File: src/rtl/regfile_pkg.sv
// Shared constants and elaboration helpers for the parameterised register file.
package regfile_pkg;

    localparam int RF_DEF_WIDTH = 32;
    localparam int RF_DEF_DEPTH = 32;
    localparam int RF_DEF_NRD   = 2;

    // Address width needed to index `value` entries (minimum 1).
    function automatic int clog2(input int value);
        int result;
        result = 0;
        for (int v = value - 32'sd1; v > 32'sd0; v = v >>> 1) begin
            result = result + 32'sd1;
        end
        if (result == 32'sd0) begin
            result = 32'sd1;
        end else begin
            result = result;
        end
        return result;
    endfunction

    // Addresses can exceed DEPTH when DEPTH is not a power of two.
    function automatic logic addr_in_range(input int addr, input int depth);
        return (addr < depth);
    endfunction

endpackage

File: src/rtl/regfile_rd_mux.sv
// One read port's combinational selector: register pick, write-first bypass,
// hard-wired zero register and out-of-range zeroing.
module regfile_rd_mux
    import regfile_pkg::*;
#(
    parameter int  WIDTH    = RF_DEF_WIDTH,
    parameter int  DEPTH    = RF_DEF_DEPTH,
    parameter int  ZERO_REG = 1,
    localparam int AW       = clog2(DEPTH)
) (
    input  logic [WIDTH-1:0] regs_i [DEPTH],
    input  logic [AW-1:0]    raddr_i,
    input  logic             wr_en_i,
    input  logic [AW-1:0]    waddr_i,
    input  logic [WIDTH-1:0] wdata_i,
    output logic [WIDTH-1:0] rdata_o,
    output logic             oor_o
);

    // Priority: out-of-range, then zero register, then bypass, then storage.
    always_comb begin
        rdata_o = {WIDTH{1'b0}};
        oor_o   = 1'b0;
        if (!addr_in_range(32'(raddr_i), DEPTH)) begin
            rdata_o = {WIDTH{1'b0}};
            oor_o   = 1'b1;
        end else if ((ZERO_REG != 32'sd0) && (raddr_i == {AW{1'b0}})) begin
            rdata_o = {WIDTH{1'b0}};
        end else if (wr_en_i && (waddr_i == raddr_i)) begin
            rdata_o = wdata_i;
        end else begin
            rdata_o = regs_i[raddr_i];
        end
    end

endmodule

File: src/rtl/regfile_param.sv
// Parameterised multi-read-port register file with registered read data,
// write-first bypass and a sticky out-of-range error flag.
module regfile_param
    import regfile_pkg::*;
#(
    parameter int  WIDTH    = RF_DEF_WIDTH,
    parameter int  DEPTH    = RF_DEF_DEPTH,
    parameter int  NRD      = RF_DEF_NRD,
    parameter int  ZERO_REG = 1,
    localparam int AW       = clog2(DEPTH)
) (
    input  logic                 clk,
    input  logic                 rst,
    input  logic                 we,
    input  logic [AW-1:0]        waddr,
    input  logic [WIDTH-1:0]     wdata,
    input  logic [NRD-1:0]       ren,
    input  logic [NRD*AW-1:0]    raddr,
    output logic [NRD*WIDTH-1:0] rdata,
    output logic [NRD-1:0]       rvalid,
    output logic                 err
);

    logic [WIDTH-1:0]     regs_q [DEPTH];
    logic [WIDTH-1:0]     regs_d [DEPTH];
    logic [NRD*WIDTH-1:0] rdata_q;
    logic [NRD*WIDTH-1:0] rdata_d;
    logic [NRD-1:0]       rvalid_q;
    logic [NRD-1:0]       rvalid_d;
    logic                 err_q;
    logic                 err_d;

    logic                 waddr_ok_s;
    logic                 wr_zero_s;
    logic                 wr_en_s;
    logic [WIDTH-1:0]     mux_data_s [NRD];
    logic [NRD-1:0]       mux_oor_s;

    // Qualify the write: in range and not aimed at the hard-wired zero register.
    always_comb begin
        waddr_ok_s = addr_in_range(32'(waddr), DEPTH);
        wr_zero_s  = (ZERO_REG != 32'sd0) && (waddr == {AW{1'b0}});
        wr_en_s    = we && waddr_ok_s && !wr_zero_s;
    end

    for (genvar p = 0; p < NRD; p++) begin : g_rd
        regfile_rd_mux #(
            .WIDTH    (WIDTH),
            .DEPTH    (DEPTH),
            .ZERO_REG (ZERO_REG)
        ) u_rd_mux (
            .regs_i  (regs_q),
            .raddr_i (raddr[p*AW +: AW]),
            .wr_en_i (wr_en_s),
            .waddr_i (waddr),
            .wdata_i (wdata),
            .rdata_o (mux_data_s[p]),
            .oor_o   (mux_oor_s[p])
        );
    end

    // Next-state for storage, read outputs and the sticky error flag.
    always_comb begin
        regs_d   = regs_q;
        rdata_d  = rdata_q;
        rvalid_d = {NRD{1'b0}};
        if (wr_en_s) begin
            regs_d[waddr] = wdata;
        end else begin
            regs_d = regs_q;
        end
        for (int p = 0; p < NRD; p++) begin
            if (ren[p]) begin
                rdata_d[p*WIDTH +: WIDTH] = mux_data_s[p];
                rvalid_d[p]               = 1'b1;
            end else begin
                rdata_d[p*WIDTH +: WIDTH] = rdata_q[p*WIDTH +: WIDTH];
                rvalid_d[p]               = 1'b0;
            end
        end
        err_d = err_q | (we & ~waddr_ok_s) | (|(ren & mux_oor_s));
    end

    // State update; reset also discards any access presented in the same cycle.
    always_ff @(posedge clk) begin
        if (rst) begin
            for (int i = 0; i < DEPTH; i++) begin
                regs_q[i] <= {WIDTH{1'b0}};
            end
            rdata_q  <= {(NRD*WIDTH){1'b0}};
            rvalid_q <= {NRD{1'b0}};
            err_q    <= 1'b0;
        end else begin
            regs_q   <= regs_d;
            rdata_q  <= rdata_d;
            rvalid_q <= rvalid_d;
            err_q    <= err_d;
        end
    end

    assign rdata  = rdata_q;
    assign rvalid = rvalid_q;
    assign err    = err_q;

endmodule

File: config.mk
export PLATFORM = sky130hd
export DESIGN_NAME = regfile_param
export DESIGN_NICKNAME = d
export VERILOG_FILES = /design/src/rtl/regfile_pkg.sv /design/src/rtl/regfile_rd_mux.sv /design/src/rtl/regfile_param.sv
export SDC_FILE = /design/constraint.sdc
export NUM_CORES = 2
export LEC_CHECK = 0
export CAP_MARGIN = 10
export CORE_UTILIZATION = 26
export CTS_BUF_LIST = sky130_fd_sc_hd__clkbuf_4
export DETAILED_ROUTE_END_ITERATION = 7
export GPL_TIMING_DRIVEN = 1
export HOLD_SLACK_MARGIN = 0.03
export SLEW_MARGIN = 10
export SYNTH_ARGS = -nofsm -noshare
export SYNTH_HDL_FRONTEND = slang
export SYNTH_SLANG_ARGS = --single-unit
File: constraint.sdc
create_clock -name clk -period 2.5 [get_ports clk]
set_input_delay 0.25 -clock clk [delete_from_list [all_inputs] [get_ports clk]]
set_output_delay 0.25 -clock clk [all_outputs]
set_load 0.03 [all_outputs]
Yosys cells after proc, flatten, opt, wreduce, memory -nomap -nowiden
Index checks and enable logic that the tools add are counted.

Latch bits: 0. Output and inout port bits: 67. Input port bits: 52. Bits in writable memories: 0. Register bits: 1090. Bits in read-only memories: 0. Memories: 0. Word-level logic and storage cells: 67.

Bitwise operators: 3. Multiply operators: 0. Add/subtract/negate cells: 0. Reductions and logical operators: 8. Shift operators: 0. Eq/ne operators: 2. Div/mod/pow operators: 0. Muxes and demuxes: 15. Order comparisons: 4.

Operators with widths (count): $bwmux 1024 (1); $bmux 32 s5 (2); $mux 32 (9); $demux 32 s5 (1); $ge 6x6->1 const B (3); $not 5->6 (3); $logic_not 5->1 (3); $eq 5x5->1 (2); $lt 6x1->1 const B (1); $logic_and 1x1->1 (4); $mux 1 (2); $logic_not 1->1 (1).

Longest topological paths before layout
Depth in word-level cells: 6. Depth in mapped cells: 10. Mapped depth without buffers: 5.

Cells and area by module
Synthesis repeated with hierarchy kept, for this count alone.

Cells, all modules: 5357. Area total of the unflattened synthesis: 59483.3 sq um.

By module, submodules not included: regfile_param (seq. area each 21840.9 sq um, cells an instance 3649, instances 1, area an instance 41280.8 sq um); regfile_rd_mux (seq. area each 0.0 sq um, cells an instance 854, instances 2, area an instance 9101.2 sq um).

Worst setup path after synthesis
No wires, ideal clock.

Path type: input -> register. From: in raddr[7]. To: reg rdata_q[41] (netlist: rdata[41]). Slack: 324 ps. Path buffers: 2. Cell stages on the path: 6. Data required time: 2371 ps. Arrival: 2046 ps. Library setup time: 129 ps. Path through: buf_2 buf_1 mux4_2 mux4_2 inv_1 o211ai_2.

Cells in the longest elaborated chain, start to end: 6. Elaborated cells between the ends (all ways): 9. Those cells by class: eq/ne (1); mux (5); bitwise (1); reduce/logical (2).

Ends and longest elaborated chain: from (decl) (RTL line regfile_param.sv:18) `input logic [NRD*AW-1:0] raddr,`; $not 5->6 (implied by the code) (RTL line regfile_rd_mux.sv:32) `rdata_o = regs_i[raddr_i];`; $bmux 32 s5 (RTL line regfile_rd_mux.sv:32); $mux 32 (implied by the code) (2 in series) (RTL line regfile_rd_mux.sv:32); $mux 32 (RTL line regfile_rd_mux.sv:29) `end else if (wr_en_i && (waddr_i == raddr_i)) begin`; $mux 32 (*) (RTL line regfile_rd_mux.sv:27) `end else if ((ZERO_REG != 32'sd0) && (raddr_i == {AW{1'b0}})) begin`; to (signal assigned) (RTL line regfile_param.sv:90) `rdata_q <= {(NRD*WIDTH){1'b0}};`; to (signal assigned) (RTL line regfile_param.sv:95) `rdata_q <= rdata_d;`; to (decl) (RTL line regfile_param.sv:26) `logic [NRD*WIDTH-1:0] rdata_q;`.

Mark *: on every way between the ends. The rest lies on a longest branch, timed or not. The select of a mux whose other input is x is not followed. A chain may end at the register's enable or synchronous reset.

Worst setup path after layout
From: in raddr[9]. To: reg rdata_q[62] (netlist: rdata[62]).

Same word-level chain as after synthesis.

==> reports/qor.txt <==
Status -> complete, but fails checks
Failing checks -> negative setup slack
Worst-skew pair later-pin latency -> 1240 ps
Post-synth ARST share -> 0%
Pwr/cell area -> 570 nW/um^2
FF+latch count, synth -> 1090
Post-synth EDFFs -> 0
Internal -> 26.7 mW
Syn_area_per_cell -> 9.12 um^2
Max-Cap Viols -> 0
Number of nets in the layout -> 6056
Core ar. -> 203000 um^2
Starting Density -> 26.3%
Critical Path RT -> 3650 ps
Post-layout min period -> 2510 ps
Chip Height -> 455 um
Initial antenna violation count -> 10
Vias per inst -> 5.38
Crit path capture type -> flip-flop
Max FO, Critical Path -> 12
Max VDD drop -> 494 uV
Comb power frac -> 8.6%
Setup violators final -> 1
Synthesized area -> 53300 um^2
Peak Freq -> 0.398 GHz
Post-Syn Instances -> 5848
WL/cell -> 23.4 um
Total CTS buffers -> 296
Top cell type's share of synthesized area -> 40.9%
Die W -> 455 um
CTS sink cnt -> 1090
Remaining global-route overflow -> 0
Largest cells by area after synthesis -> dfxtp_1, mux4_2, nand2_1
Tightest Hold Check Type -> input port to flip-flop
Worst-path clk slew -> 70 ps
DRC Markers -> 0
Crit start category -> input port
Area grow syn2layout -> 19.2%
Final Core Density -> 31.3%
Clock buffer depth -> 4
Setup WS post-layout -> -14.6 ps
First-pass GRT wire length -> 303000 um
Seq pwr share -> 48.5%
Syn Nets -> 5900
Clk pwr share -> 42.9%
Final Hold Viols -> 0
Setup tns final -> -14.6 ps
Vias in the first global route -> 46800
Std-Cell Rows -> 165
Setup bufs post-CTS -> 0
Remaining antenna violation count -> 0
Post-DP Area -> 59700 um^2
Initial DRC count -> 5998
Gpl congestion -> 0.914
Commonest non-fill, non-tap cell in the layout -> nand2_1
Full die area -> 207000 um^2
Leakage -> 20.8 nW
Drt first pass iters -> 8
Worst Tran Pin Value -> 1210 ps
Total Routing Usage GR -> 19.6%
Final Cell Area -> 63600 um^2
TritonCTS clock tree -> done
Sw frac -> 26.4%
Most frequent cells in the layout -> nand2_1, dfxtp_1, a21oi_1
HPWL after detailed placement -> 125000 um
Crit path DAT -> 3660 ps
Top_reg_cell synth -> dfxtp_1
Pin count of the biggest net entering global routing -> 204
Synth warnings -> 0
Unrepaired setup endpoints after global routing -> false
Final Max Slew Viols -> 0
H-tree depth -> 5
Io pins -> 119
Final WL -> 207000 um
Clock root cell -> clkbuf_4
Post-synth top area cell -> dfxtp_1
Layout cells sized above 1 -> 23.7%
Seq/Total Area, Yosys -> 40.9%
CP Class -> input port to flip-flop
Final hold slack -> 158 ps
Distinct cells, synth -> 36
Vias -> 47600
Skew final -> 76.8 ps
Tcrit/Tclk final -> 101%
Max-slew headroom at the worst pin -> 19.5%
Sw Pwr -> 9.58 mW
Count of buffers from port buffering -> 117
sequential cells by signal, summed over array words and instances, names as in the netlist:
name / count
rvalid: 2
rdata: 64
regs_q: 1024
final cells by class:
cell class / count / area (um^2)
clock buffer: 408 / 3060
inverter: 64 / 240
sequential: 1090 / 21800
clock inverter: 60 / 395
multi-input combinational: 4065 / 29100
tap: 2672 / 3340
timing repair buffer: 487 / 5580
antenna: 3 / 7.51
fill: 20700 / 139000
power groups by stage:
stage	logic, mW	registers [mW]	clock network [mW]
floorplan	1.73	18.0	0
global placement	2.96	18.0	0
detailed placement	2.99	18.0	0
CTS	3.06	17.6	15.8
global route	3.21	17.6	16.8
finish	3.10	17.6	15.6
Yosys cell counts, drive strengths merged, types with 4 or more instances:
cell,count
nand2,2116
dfxtp,1090
a21oi,992
mux4,576
clkbuf,492
a22oi,160
buf,137
inv,64
nor2,38
nor2b,38
o21ai,34
a222oi,32
o211ai,32
xnor2,10
nand3,4
per-layer routing:
metal	track usage [%]	routed length (um)
met1	22.9	73000
met2	31.8	97100
met3	4.25	21500
met4	13.8	15400
met5	0	34
metrics by stage:
stage               instances  setup slack (ps)  total power, mW
CTS                      8846              2.09             36.5
global route             8847              37.4             37.6
floorplan                5848               324             19.7
global placement         8331             -83.4             20.9
finish                   8849             -14.6             36.3
detailed placement       8331             -67.5             21.0
cells by family after synthesis:
family | synth area share (%)
mux | 24.3
other cells | 0.00703
simple gates | 16.0
flops | 40.9
compound gates | 13.3
buf+inv | 5.24
xor+xnor | 0.164
critical path, cell delays in order:
cell and delay (ps):
dlygate4sd3_1 520, buf_4 130, nor2b_4 690, dlygate4sd3_1 1410, a22oi_1 170, nand2_1 240
nand2_1 100, o211ai_2 100
final timing paths:
kind | slack [ps] | to | start | depth (start not counted)
max reg2reg | 420 | rdata[62] | regs_q[94] | 6
min reg2reg | 460 | regs_q[330] | regs_q[330] | 2
max | -10 | rdata[62] | raddr[9] | 8
min | 160 | rdata[6] | raddr[3] | 4
timing repair:
action                                  in CTS  in global routing
resized for setup                           87                  0
hold buffers                                47                  1
endpoints found under the hold margin     1090                  8
endpoints found under the setup margin      66                 26
Power figures use the tool's default switching activity.
